## src/rtl/vc_flit_skid_reg_pkg.sv

```systemverilog
// Shared defaults and the stored-entry layout for the VC flit skid register.
package vc_flit_skid_reg_pkg;
  localparam int FLIT_W     = 32;
  localparam int DEF_VC_W   = 2;
  localparam int DEF_NUM_VC = 4;
  localparam logic [FLIT_W-1:0] DEF_IDLE_FLIT = 32'h6000_0000;

  typedef struct packed {
    logic                valid;
    logic [DEF_VC_W-1:0] vc;
    logic [FLIT_W-1:0]   flit;
  } flit_entry_t;
endpackage

```

## src/rtl/flit_entry_reg.sv

```systemverilog
// One stored flit slot: async clear, load, and invalidate back to the idle pattern.
module flit_entry_reg
  import vc_flit_skid_reg_pkg::*;
#(
  parameter int DATA_W = FLIT_W,
  parameter int VC_W   = DEF_VC_W,
  parameter logic [DATA_W-1:0] IDLE = DATA_W'(DEF_IDLE_FLIT)
) (
  input  logic              clk,
  input  logic              clr_n,
  input  logic              load,
  input  logic              inv,
  input  logic [VC_W-1:0]   d_vc,
  input  logic [DATA_W-1:0] d_flit,
  output logic              valid,
  output logic [VC_W-1:0]   vc,
  output logic [DATA_W-1:0] flit
);
  logic              valid_q, valid_d;
  logic [VC_W-1:0]   vc_q, vc_d;
  logic [DATA_W-1:0] flit_q, flit_d;

  // Invalidate outranks load so a flush always leaves the slot idle.
  always_comb begin
    valid_d = valid_q;
    vc_d    = vc_q;
    flit_d  = flit_q;
    if (inv) begin
      valid_d = 1'b0;
      vc_d    = '0;
      flit_d  = IDLE;
    end else if (load) begin
      valid_d = 1'b1;
      vc_d    = d_vc;
      flit_d  = d_flit;
    end
  end

  always_ff @(posedge clk or negedge clr_n) begin
    if (!clr_n) begin
      valid_q <= 1'b0;
      vc_q    <= '0;
      flit_q  <= IDLE;
    end else begin
      valid_q <= valid_d;
      vc_q    <= vc_d;
      flit_q  <= flit_d;
    end
  end

  assign valid = valid_q;
  assign vc    = vc_q;
  assign flit  = flit_q;
endmodule

```

## src/rtl/vc_flit_skid_reg.sv

```systemverilog
// Flit pipeline register with 2-entry skid: registered in_ready, full throughput, VC tag carried along.
module vc_flit_skid_reg
  import vc_flit_skid_reg_pkg::*;
#(
  parameter int DATA_W = FLIT_W,
  parameter int VC_W   = DEF_VC_W,
  parameter int NUM_VC = DEF_NUM_VC,
  parameter logic [DATA_W-1:0] IDLE_FLIT = DATA_W'(DEF_IDLE_FLIT)
) (
  input  logic              clk,
  input  logic              clr_n,
  input  logic              flush,
  input  logic              in_valid,
  input  logic [VC_W-1:0]   in_vc,
  input  logic [DATA_W-1:0] in_flit,
  output logic              in_ready,
  output logic              out_valid,
  output logic [VC_W-1:0]   out_vc,
  output logic [DATA_W-1:0] out_flit,
  input  logic              out_ready,
  output logic [1:0]        occ,
  output logic [NUM_VC-1:0] vc_busy
);
  logic              main_v, skid_v;
  logic [VC_W-1:0]   main_vc, skid_vc;
  logic [DATA_W-1:0] main_flit, skid_flit;
  logic              push, pop;
  logic              main_load, main_inv, skid_load, skid_inv;
  logic [VC_W-1:0]   main_d_vc;
  logic [DATA_W-1:0] main_d_flit;

  assign in_ready = ~skid_v & ~flush;
  assign push     = in_valid & in_ready;
  assign pop      = main_v & out_ready;

  // Main refills from skid when skid is occupied, otherwise straight from the input.
  always_comb begin
    main_load   = 1'b0;
    main_inv    = flush;
    skid_load   = 1'b0;
    skid_inv    = flush;
    main_d_vc   = skid_v ? skid_vc   : in_vc;
    main_d_flit = skid_v ? skid_flit : in_flit;
    if (!flush) begin
      if (skid_v) begin
        main_load = pop;
        skid_inv  = pop;
      end else begin
        main_load = push & (~main_v | pop);
        main_inv  = pop & ~push;
        skid_load = push & main_v & ~pop;
      end
    end
  end

  flit_entry_reg #(.DATA_W(DATA_W), .VC_W(VC_W), .IDLE(IDLE_FLIT)) u_main (
    .clk(clk), .clr_n(clr_n), .load(main_load), .inv(main_inv),
    .d_vc(main_d_vc), .d_flit(main_d_flit),
    .valid(main_v), .vc(main_vc), .flit(main_flit)
  );

  flit_entry_reg #(.DATA_W(DATA_W), .VC_W(VC_W), .IDLE(IDLE_FLIT)) u_skid (
    .clk(clk), .clr_n(clr_n), .load(skid_load), .inv(skid_inv),
    .d_vc(in_vc), .d_flit(in_flit),
    .valid(skid_v), .vc(skid_vc), .flit(skid_flit)
  );

  assign out_valid = main_v;
  assign out_flit  = main_v ? main_flit : IDLE_FLIT;
  assign out_vc    = main_v ? main_vc : '0;
  assign occ       = {1'b0, main_v} + {1'b0, skid_v};

  for (genvar v = 0; v < NUM_VC; v++) begin : g_busy
    assign vc_busy[v] = (main_v && main_vc == VC_W'(v)) || (skid_v && skid_vc == VC_W'(v));
  end
endmodule

```

## config.mk

```make
export PLATFORM = sky130hd
export DESIGN_NAME = vc_flit_skid_reg
export DESIGN_NICKNAME = d
export VERILOG_FILES = /design/src/rtl/vc_flit_skid_reg_pkg.sv /design/src/rtl/flit_entry_reg.sv /design/src/rtl/vc_flit_skid_reg.sv
export SDC_FILE = /design/constraint.sdc
export NUM_CORES = 1
export LEC_CHECK = 0
export BUFFER_PORTS_ARGS = -buffer_cell sky130_fd_sc_hd__buf_2
export CAP_MARGIN = 20
export CORE_MARGIN = 2
export CORE_UTILIZATION = 40
export CTS_CLUSTER_SIZE = 12
export DETAILED_ROUTE_END_ITERATION = 8
export PLACE_DENSITY = 0.67
export SKIP_CTS_REPAIR_TIMING = 1
export SYNTH_ARGS = -nofsm -noshare
export SYNTH_HDL_FRONTEND = slang
export SYNTH_SLANG_ARGS = --single-unit
```

## constraint.sdc

```tcl
create_clock -name clk -period 1.85 [get_ports clk]
set_input_delay 0.0925 -clock clk [delete_from_list [all_inputs] [get_ports clk]]
set_output_delay 0.0925 -clock clk [all_outputs]
set_load 0.02 [all_outputs]
```

======== After elaboration in Yosys (flattened, before gate mapping) ========
Index checks and enable logic that the tools add are counted.
operators by class
  bitwise gates (word level) .............. 13
  reduce and logical (&&, ||, !) cells .... 16
  add/sub/neg operators ................... 1
  muxes and demuxes ....................... 24
  equality and inequality tests ........... 6
operators by type and width
  cell                                                 count
  2-to-1 mux 32 bit                                    6
  2-to-1 mux 1 bit                                     12
  2-to-1 mux 2 bit                                     6
  equality test 2 bit, second input constant           4
  logical AND 1 bit                                    8
  AND 1 bit                                            7
  NOT 1 bit                                            5
  equality test 2 x 1 -> 1 bit, second input constant  2
  zero test 2 bit                                      2
  logical OR 1 bit                                     4
  nonzero test 2 bit                                   2
  adder 1 x 1 -> 2 bit                                 1
  bitwise OR 1 bit                                     1
storage, ports and cells
  logic and storage cells ................. 66
  flip-flop bits (word level) ............. 70

======== Depth between registers and ports, before layout ========
Gate-level depths: netlist of run 1.
  depth after elaboration ................. 9
  mapped depth ............................ 6

======== Modules after synthesis ========
From an unflattened synthesis of run 1, not the netlist that was laid out.
unflattened totals
  cells, all modules ...................... 323
  area, all modules ....................... 3672.3 sq um
by module, submodules not included
  module            instances  area each (sq um)  cells an instance
  flit_entry_reg    2          1445.1             113
  vc_flit_skid_reg  1          782.0              97

======== Worst setup path before layout of run 1 ========
OpenSTA, ideal clock, no wires.
  kind .................................... register -> register
  start ................................... register u_main.valid_q (netlist: u_main.valid)
  end ..................................... register u_main.flit_q[10] (netlist: u_main.flit[10])
  cell stages (with the launch flop) ...... 7
  data arrival time ....................... 1.605 ns
  required time ........................... 1.775 ns
  path buffers ............................ 3
  period minus slack after synthesis ...... 1.680 ns
  slack ................................... 0.170 ns
  path through ............................ dfrtp_1 -> buf_2 -> nor2b_1 -> or4_4 -> buf_6 -> buf_6 -> o2bb2ai_2
on the way
  word-level cells in the longest chain between the ends .. 6
  elaborated cells on any way between the ends .. 11
  classes of those cells .................. mux: 5; bitwise: 5; reduce/logical: 1
ends and longest elaborated chain
  element                                        RTL line                                        RTL
  start: declaration                             flit_entry_reg.sv:19                            logic valid_q, valid_d;
  start signal: assignment                       flit_entry_reg.sv:45                            valid_q <= valid_d;
  AND 1 bit / NOT 1 bit (equally long branches)  vc_flit_skid_reg.sv:34, vc_flit_skid_reg.sv:49
  bitwise OR 1 bit                               vc_flit_skid_reg.sv:49                          main_load = push & (~main_v | pop);
  AND 1 bit                                      vc_flit_skid_reg.sv:49
  2-to-1 mux 1 bit                               vc_flit_skid_reg.sv:45                          if (skid_v) begin
  2-to-1 mux 1 bit                               vc_flit_skid_reg.sv:44                          if (!flush) begin
  nonzero test 2 bit (no line)                   --
  end signal: assignment                         flit_entry_reg.sv:47                            flit_q <= flit_d;
  end: declaration                               flit_entry_reg.sv:21                            logic [DATA_W-1:0] flit_q, flit_d;
Several ways; a longest one is shown, not always the timed one.
A chain may end at the register's enable or synchronous reset.

======== Worst setup path after layout of run 1 ========
  start ................................... register u_main.valid_q (netlist: u_main.valid)
  end ..................................... register u_skid.flit_q[14] (netlist: u_skid.flit[14])
on the way
  word-level cells in the longest chain between the ends .. 6
  elaborated cells on any way between the ends .. 10
  classes of those cells .................. mux: 5; bitwise: 4; reduce/logical: 1
ends and longest elaborated chain
  element                       RTL line                RTL
  AND 1 bit                     vc_flit_skid_reg.sv:34  assign pop = main_v & out_ready;
  NOT 1 bit                     vc_flit_skid_reg.sv:51  skid_load = push & main_v & ~pop;
  AND 1 bit                     vc_flit_skid_reg.sv:51
  2-to-1 mux 1 bit              vc_flit_skid_reg.sv:45
  2-to-1 mux 1 bit              vc_flit_skid_reg.sv:44
  nonzero test 2 bit (no line)  --
  end signal: assignment        flit_entry_reg.sv:47
  end: declaration              flit_entry_reg.sv:21
Several ways; a longest one is shown, not always the timed one.

==> flow_results.org, run 1 <==
** Status
- The flow ran to the end, but the final reports show violations.
- The final reports fail on hold timing.

** Critical path
- STA puts the critical path data required time at roughly 2.1 ns.
- Counting both buffers and inverters, the worst setup path holds a total of 1.
- Maximum cell stage delay along the critical path :: 0.49 ns
- The worst setup path is of the flip-flop to flip-flop kind.
- Grouping stages by cell kind, the critical path spends the most delay in simple AND/OR/NAND/NOR gates.
- Reg-to-reg endpoint :: u_skid.flit[14]$_DFFE_PN0P_
- In this run the number of cells on the critical path is 4.
- The signal on the critical path passes through nor4bb_1, a311oi_4, buf_4, a22o_1.
- For the worst flop-to-flop path, the logic depth is 4.
- Largest fanout of any net on the critical path :: 19
- Category of the worst setup path launch point :: flip-flop
- Arr. time, crit path :: 1.88 ns
- Worst setup EP type :: flip-flop
- Reg2Reg Setup Slack :: 0.19 ns
- The slowest stage of the critical path belongs to the cell sky130_fd_sc_hd__nor4bb_1.
- In this run the critical register-to-register path is launched from u_main.valid$_DFFE_PN0P_.

** Synthesis
- Averaged over all synthesized cells, the footprint is 12.9 um^2.
- Yosys warning count :: 0
- Area of the mapped netlist :: about 0.0034 mm^2
- Yosys reg bits :: 70
- Share of Yosys cell area claimed by the top area cell type :: 48.4%
- Cell taking the most area after synthesis :: sky130_fd_sc_hd__dfrtp_1
- Number of distinct library cells after synthesis :: 26
- Seq/Total Area, Yosys :: about half
- EDFF count, synth :: 0
- Main synth FF type :: sky130_fd_sc_hd__dfrtp_1
- Synthesis produced a netlist whose cell count is 264.
- Counting every net in the synthesized netlist gives 304.
- After synthesis, the cell types taking the most area are sky130_fd_sc_hd__dfrtp_1, sky130_fd_sc_hd__o2bb2ai_2, sky130_fd_sc_hd__mux2i_1.
- Proportion of register bits with asynchronous set or reset after synthesis :: 100%

** Min path
- The min-delay analysis places its worst path in the category primary input to flip-flop.
- Worst-case hold path end point :: u_skid.flit[17]$_DFFE_PN0P_
- The startpoint identified for the worst hold timing path is in_flit[17].
- Worst hold path stage count :: 2

** Timing
- Final critical-path required period :: 1.66 ns
- RSZ-0062 raised after global routing :: false
- Transition at the pin with the smallest max-transition slack :: approximately 0.62 ns
- Worst-case setup margin in the final layout :: 0.188 ns
- Between clock sinks in the finished design, the worst skew comes to 0.00744 ns.
- Top achievable clock speed :: 602 MHz
- Setup-failing EPs final :: 0
- After layout, the worst path uses about nine tenths of the clock period.
- Worst slew margin relative to its limit :: 58.5%
- The count of final max-slew check failures was 0.
- The number of failing hold endpoints at the final stage was 1.
- After routing, the total negative slack on setup checks comes to 0 ns.
- Worst hold slack after final layout :: -0.00137 ns

** Routing
- Detailed router's first-iteration violation count :: between 100 and 150
- Average wire per cell in the routed design :: around 16 um
- DRC :: 0
- For this block, the routed nets add up to 7.72 mm of wire.
- Using the TritonRoute via totals, the vias-per-cell ratio works out to 5.21.
- The first detailed-routing pass took 5 iterations.
- The detail route stage leaves a number of antenna-violating nets equal to 0.
- Overall via count from detail_route :: approximately 2500

** Placement
- The placed instances occupy a cell area of 0.00400 mm^2.
- Timing analysis after detailed placement gives a worst setup slack of about 0.2 ns.
- The HPWL after detailed placement is ~5.2 mm.
- Weighted congestion at the end of routability-driven global placement :: about 0.7
- During placement, the flow inserted port buffers numbering 80.

** GRT
- The number of global-route vias before repair was between 2000 and 2500.
- Wire length of the first global-routing pass :: 12.2 mm
- The total overflow left after global routing is 0.
- Number of antenna violations at the first check in global routing :: 0
- Global routing used 17.4% of the available tracks across all layers.
- Entering global routing, the biggest net connects 34 pins.

** CTS
- After clock tree synthesis, the clock-pin slew on the worst setup and hold paths is approximately 0.080 ns.
- The clock reaches the later pin of the worst-skew pair after 0.33 ns.
- The clock drives 70 sinks.
- CTS Root Cell :: sky130_fd_sc_hd__clkbuf_8
- Clock buffer count from CTS :: 9
- The H-tree generated during clock tree synthesis spans 3 levels.
- In this run the deepest clock path goes through 2 buffers.
- Clock tree from TritonCTS :: built

** Floorplanning
- Placeable core region :: a little over 0.008 mm^2
- Die Ht :: 96.4 um
- Die width :: 96.4 um
- 81 I/O pins were placed.
- The floorplan step defined a die boundary enclosing ~0.0093 mm^2.
- Starting Density :: 41.4%
- Placement Rows :: 33

** Layout
- After the last flow step, the layout net total stands at 411.
- Cells with a size suffix above 1 make up 40.2% of the layout.
- Number of inserted diodes :: 0
- The area growth from synthesis to layout is 30.3%.
- Leading cell type in the layout, fill and taps excluded :: sky130_fd_sc_hd__buf_2
- Post-route cell area :: 0.00445 mm^2
- Highest-count cells in the layout ignoring fill and taps :: sky130_fd_sc_hd__buf_2, sky130_fd_sc_hd__dfrtp_1, sky130_fd_sc_hd__mux2i_1, sky130_fd_sc_hd__a22o_1, sky130_fd_sc_hd__and2_1

** Pwr
- The worst-case IR drop observed on VDD is 0.348 mV.
- For this design the static power due to leakage is 2.14 nW.
- Cell area power density :: 838 mW/mm^2
- The completed layout was analyzed and its total power is 3.73 mW.

** Run
- Max-Cap Viols :: 0
[Yosys cell counts, types with 2 or more instances]
master	count
sky130_fd_sc_hd__nor2_1	4
sky130_fd_sc_hd__clkbuf_1	12
sky130_fd_sc_hd__o2bb2ai_2	30
sky130_fd_sc_hd__and2_1	31
sky130_fd_sc_hd__mux2i_1	32
sky130_fd_sc_hd__dfrtp_1	66
sky130_fd_sc_hd__nor2b_1	3
sky130_fd_sc_hd__o22ai_1	4
sky130_fd_sc_hd__inv_1	10
sky130_fd_sc_hd__dfstp_2	4
sky130_fd_sc_hd__o2bb2ai_1	2
sky130_fd_sc_hd__nand2_1	5
sky130_fd_sc_hd__a21oi_1	4
sky130_fd_sc_hd__a22oi_1	2
sky130_fd_sc_hd__nand2b_1	2
sky130_fd_sc_hd__a2bb2oi_1	2
sky130_fd_sc_hd__buf_2	7
sky130_fd_sc_hd__buf_6	5
sky130_fd_sc_hd__a22o_1	32
[worst max-delay path by stage]
stage | start | endpoint | slack [ns]
2_1_floorplan | u_main.valid$_DFFE_PN0P_ | u_main.flit[10]$_DFFE_PN0P_ | 0.17
3_3_place_gp | u_main.valid$_DFFE_PN0P_ | u_skid.flit[4]$_DFFE_PN0P_ | 0.21
4_1_cts | u_main.valid$_DFFE_PN0P_ | u_skid.flit[13]$_DFFE_PN0P_ | 0.19
3_5_place_dp | u_main.valid$_DFFE_PN0P_ | u_skid.flit[13]$_DFFE_PN0P_ | 0.20
5_1_grt | u_main.valid$_DFFE_PN0P_ | u_skid.flit[14]$_DFFE_PN0P_ | 0.08
6_report | u_main.valid$_DFFE_PN0P_ | u_skid.flit[14]$_DFFE_PN0P_ | 0.19
[flip-flops by register name, summed over array words and instances, names as in the netlist]
| register | count |
|---|---|
| u_main.flit | 32 |
| u_main.valid | 1 |
| u_main.vc | 2 |
| u_skid.flit | 32 |
| u_skid.valid | 1 |
| u_skid.vc | 2 |
[power breakdown]
part	leakage, nW	total (mW)	internal, mW	switching (mW)
registers	0.939	1.72	1.64	0.0798
clock network	0.106	1.27	0.696	0.571
logic	1.10	0.747	0.329	0.419
[cell families (layout without fill, tap and decap cells)]
kind of cell               after synthesis  after routing  share of synthesized area [%]
AOI/OAI and AO/OA                       79             79                           25.2
adders and majority gates                1              1                          0.366
DFF                                     70             70                           51.4
and+or+nand+nor                         48             48                           8.57
buffers and inverters                   34            146                           5.09
muxes                                   32             32                           9.38
[layout make-up]
cell class                      count  area (um^2)
Sequential cell                    70         1760
Clock inverter                      5         56.3
Fill cell                         756         3810
Inverter                           10         37.5
Timing Repair Buffer              120          811
Clock buffer                       11          151
Multi-Input combinational cell    160         1510
Tap cell                          105          131
[routing by layer]
layer / wire length (um) / vias up / global-route usage, % / part of all wire [%]
met5: 0 / - / 0 / 0
met4: 42 / 0 / 4.81 / 0.54
met3: 345 / 5 / 4.34 / 4.5
met2: 3660 / 71 / 27.3 / 47
met1: 3670 / 1240 / 24.2 / 48
li1: - / 1189 / - / -
[through the flow]
step / utilization (%) / std cells
global route: 53.9 / 481
global placement: 48.5 / 441
CTS: 51.0 / 457
finish: 53.9 / 481
detailed placement: 48.5 / 441
floorplan: - / 264
Power figures use the tool's default switching activity.
==> inputs of run 2 (changes only) <==
Settings changed: CAP_MARGIN 20 to 25.
Clock period 1.85 ns to 1.59 ns, I/O delays scaled along.
==> flow_results.org, run 2 (synthesized netlist as in run 1, its figures left out) <==
** Status
- Outcome :: finished clean

** Timing
- Final critical-path required period :: 1.54 ns
- Period utilisation layout :: 96.6%
- Fin. Hold Viols :: 0
- Max Clock Skew :: roughly 0.0082 ns
- Setup-failing EPs final :: 0
- Final hold analysis gives a worst-case slack of 0.0841 ns.
- The worst pin sits at a relative slew slack of about three quarters.
- Transition at the pin with the smallest max-transition slack :: 0.377 ns
- Timing would allow up to 651 MHz.
- Final Max Tran Viols :: 0
- Final setup TNS :: 0 ns

** Critical path
- Traced cell by cell, the critical path runs through nor2b_1, or4_4, buf_4, a2bb2oi_1.
- The worst setup path is launched from a flip-flop.
- Delay-heaviest family, CP :: simple AND/OR/NAND/NOR gates
- Critical-path top delay cell :: sky130_fd_sc_hd__or4_4
- Critical path class :: flip-flop to flip-flop
- In this design, the stage delay of the slowest critical-path cell is roughly 0.52 ns.
- Together, buffers and inverters on the worst path number 1.
- For the worst setup path, the data required time is 1.86 ns.
- Worst setup EP type :: flip-flop
- In this run the worst path has a maximum fanout of 8.
- Arr. time, crit path :: 1.81 ns

** Layout
- Leaving out fill and tap cells, the most frequent cell in the layout is sky130_fd_sc_hd__buf_2.
- Combined flip-flop and latch cell area :: 0.00176 mm^2
- The net count of the finished layout is 423.
- Summing all multi-input logic gate instances after layout gives 0.00151 mm^2.
- From synthesis to final layout, the design area changed by 34.6%.
- Share of final-layout standard cells stronger than drive strength 1 :: 39.7%
- Highest-count cells in the layout ignoring fill and taps :: sky130_fd_sc_hd__buf_2, sky130_fd_sc_hd__dfrtp_1, sky130_fd_sc_hd__dlygate4sd3_1
- The repair_antennas step left the layout with diodes totalling 0.
- Cells fill 55.7% of the core in the end.
- Number of fillers in the final layout :: 736
- Final cell count without fillers :: 493

** Routing
- Average wire per cell in the routed design :: 15.8 um
- After detailed routing, the total wire length is 7.77 mm.
- Using the TritonRoute via totals, the vias-per-cell ratio works out to 5.12.
- Detailed router's first-iteration violation count :: 78
- Detailed-routing iteration count for the pre-antenna-repair pass :: 4
- The final route contains roughly 2500 vias.
- The count of nets left with antenna violations once routing finished came out at 0.
- DRC :: 0

** Placement
- Number of port buffers :: 80
- DPL Wire Length :: around 5.0 mm
- The congestion estimate from routability-driven global placement came to 0.731.
- After detailed placement, the design holds a cell count of 442.

** CTS
- Clock latency on the worst-skew pair, taken at its later pin, is about 0.35 ns.
- Clock buffer count from CTS :: 9
- Clock slew at the register clock pins of the worst setup and hold paths :: about 0.080 ns
- CTS placed an instance of sky130_fd_sc_hd__clkbuf_8 at the clock tree root.
- Clock tree from TritonCTS :: built
- For this design, the sink count on the clock tree is 70.
- Max H-tree Level :: 3
- The longest clock path from root to sink contains 2 buffers.

** Floorplanning
- Placement Rows :: 33
- Once the floorplan was initialized, standard cells occupied between 40 and 50% of the core.
- The floorplan step set the die height to 96.4 um.
- The die covers 0.00929 mm^2.
- Num ports :: 81
- After floorplanning, the core was sized to cover 0.00826 mm^2.
- Die width :: slightly below 100 um

** GRT
- Global routing finished with a remaining overflow of 0.
- Wire length of the first global-routing pass :: 12.1 mm
- Total Routing Usage GR :: between 15 and 20%
- The number of antenna violations at the first check in global routing is 0.
- Entering global routing, the biggest net connects ~70 pins.
- The number of global-route vias before repair was approximately 2400.

** Min path
- The worst hold path belongs to the class primary input to flip-flop.

** Pwr
- Highest ir drop seen on vdd :: 0.513 mV
- Cell area power density :: 945 mW/mm^2
- Static leakage power :: between 2 and 2.5 nW

** Run
- The tool flagged a number of max-cap violations equal to 0.
[run 2: worst register-to-register path: cells and delay by family, from the launching register on]
family | cells | cell delay, ns
simple gates | 2 | 0.66
flops | 1 | 0.44
buf+inv | 1 | 0.21
compound gates | 1 | 0.15
[run 2: worst paths after layout]
kind	start	to	slack, ns	cells after the start
hold reg to reg	u_main.flit[4]$_DFFE_PN0P_	u_main.flit[4]$_DFFE_PN0P_	0.49	1
setup / recovery	u_skid.valid$_DFFE_PN0P_	u_main.flit[30]$_DFFE_PN1P_	0.05	4
hold / removal	in_valid	u_skid.valid$_DFFE_PN0P_	0.08	3
min in group asynchronous	clr_n	u_main.flit[16]$_DFFE_PN0P_	0.27	3
setup reg to reg	u_skid.valid$_DFFE_PN0P_	u_main.flit[30]$_DFFE_PN1P_	0.05	4
max in group asynchronous	clr_n	u_main.flit[29]$_DFFE_PN1P_	0.96	3
[run 2: metrics by stage]
stage | power (mW) | area (um^2) | setup WS, ns
6_report | 4.35 | 4600 | 0.0548
5_1_grt | 4.57 | 4600 | -0.0164
4_1_cts | 4.31 | 4220 | -0.0281
3_5_place_dp | 2.87 | 4030 | 0.0317
3_3_place_gp | 2.86 | 4030 | 0.0617
2_1_floorplan | 2.56 | 3430 | -0.00858
[run 2: routing by layer]
layer  wire [um]  up-vias  global-route usage (%)
met5           0        -                       0
met3         318        5                    3.72
li1            -     1212                       -
met2        3590       66                    25.5
met4          85        0                    7.04
met1        3770     1240                    24.8
[run 2: power by group]
part	internal, mW	switching (mW)	leakage (nW)
logic	0.422	0.500	1.16
registers	1.91	0.0858	0.938
clock network	0.726	0.706	0.0956
total	3.05	1.29	2.19
[run 2: final cells by class]
cell class                 instances  area share [%]
multi-input combinational        160            32.9
clock inverter                     7            1.58
timing repair buffer             132            20.9
clock buffer                       9            2.69
inverter                          10           0.816
sequential                        70            38.3
tap                              105            2.86
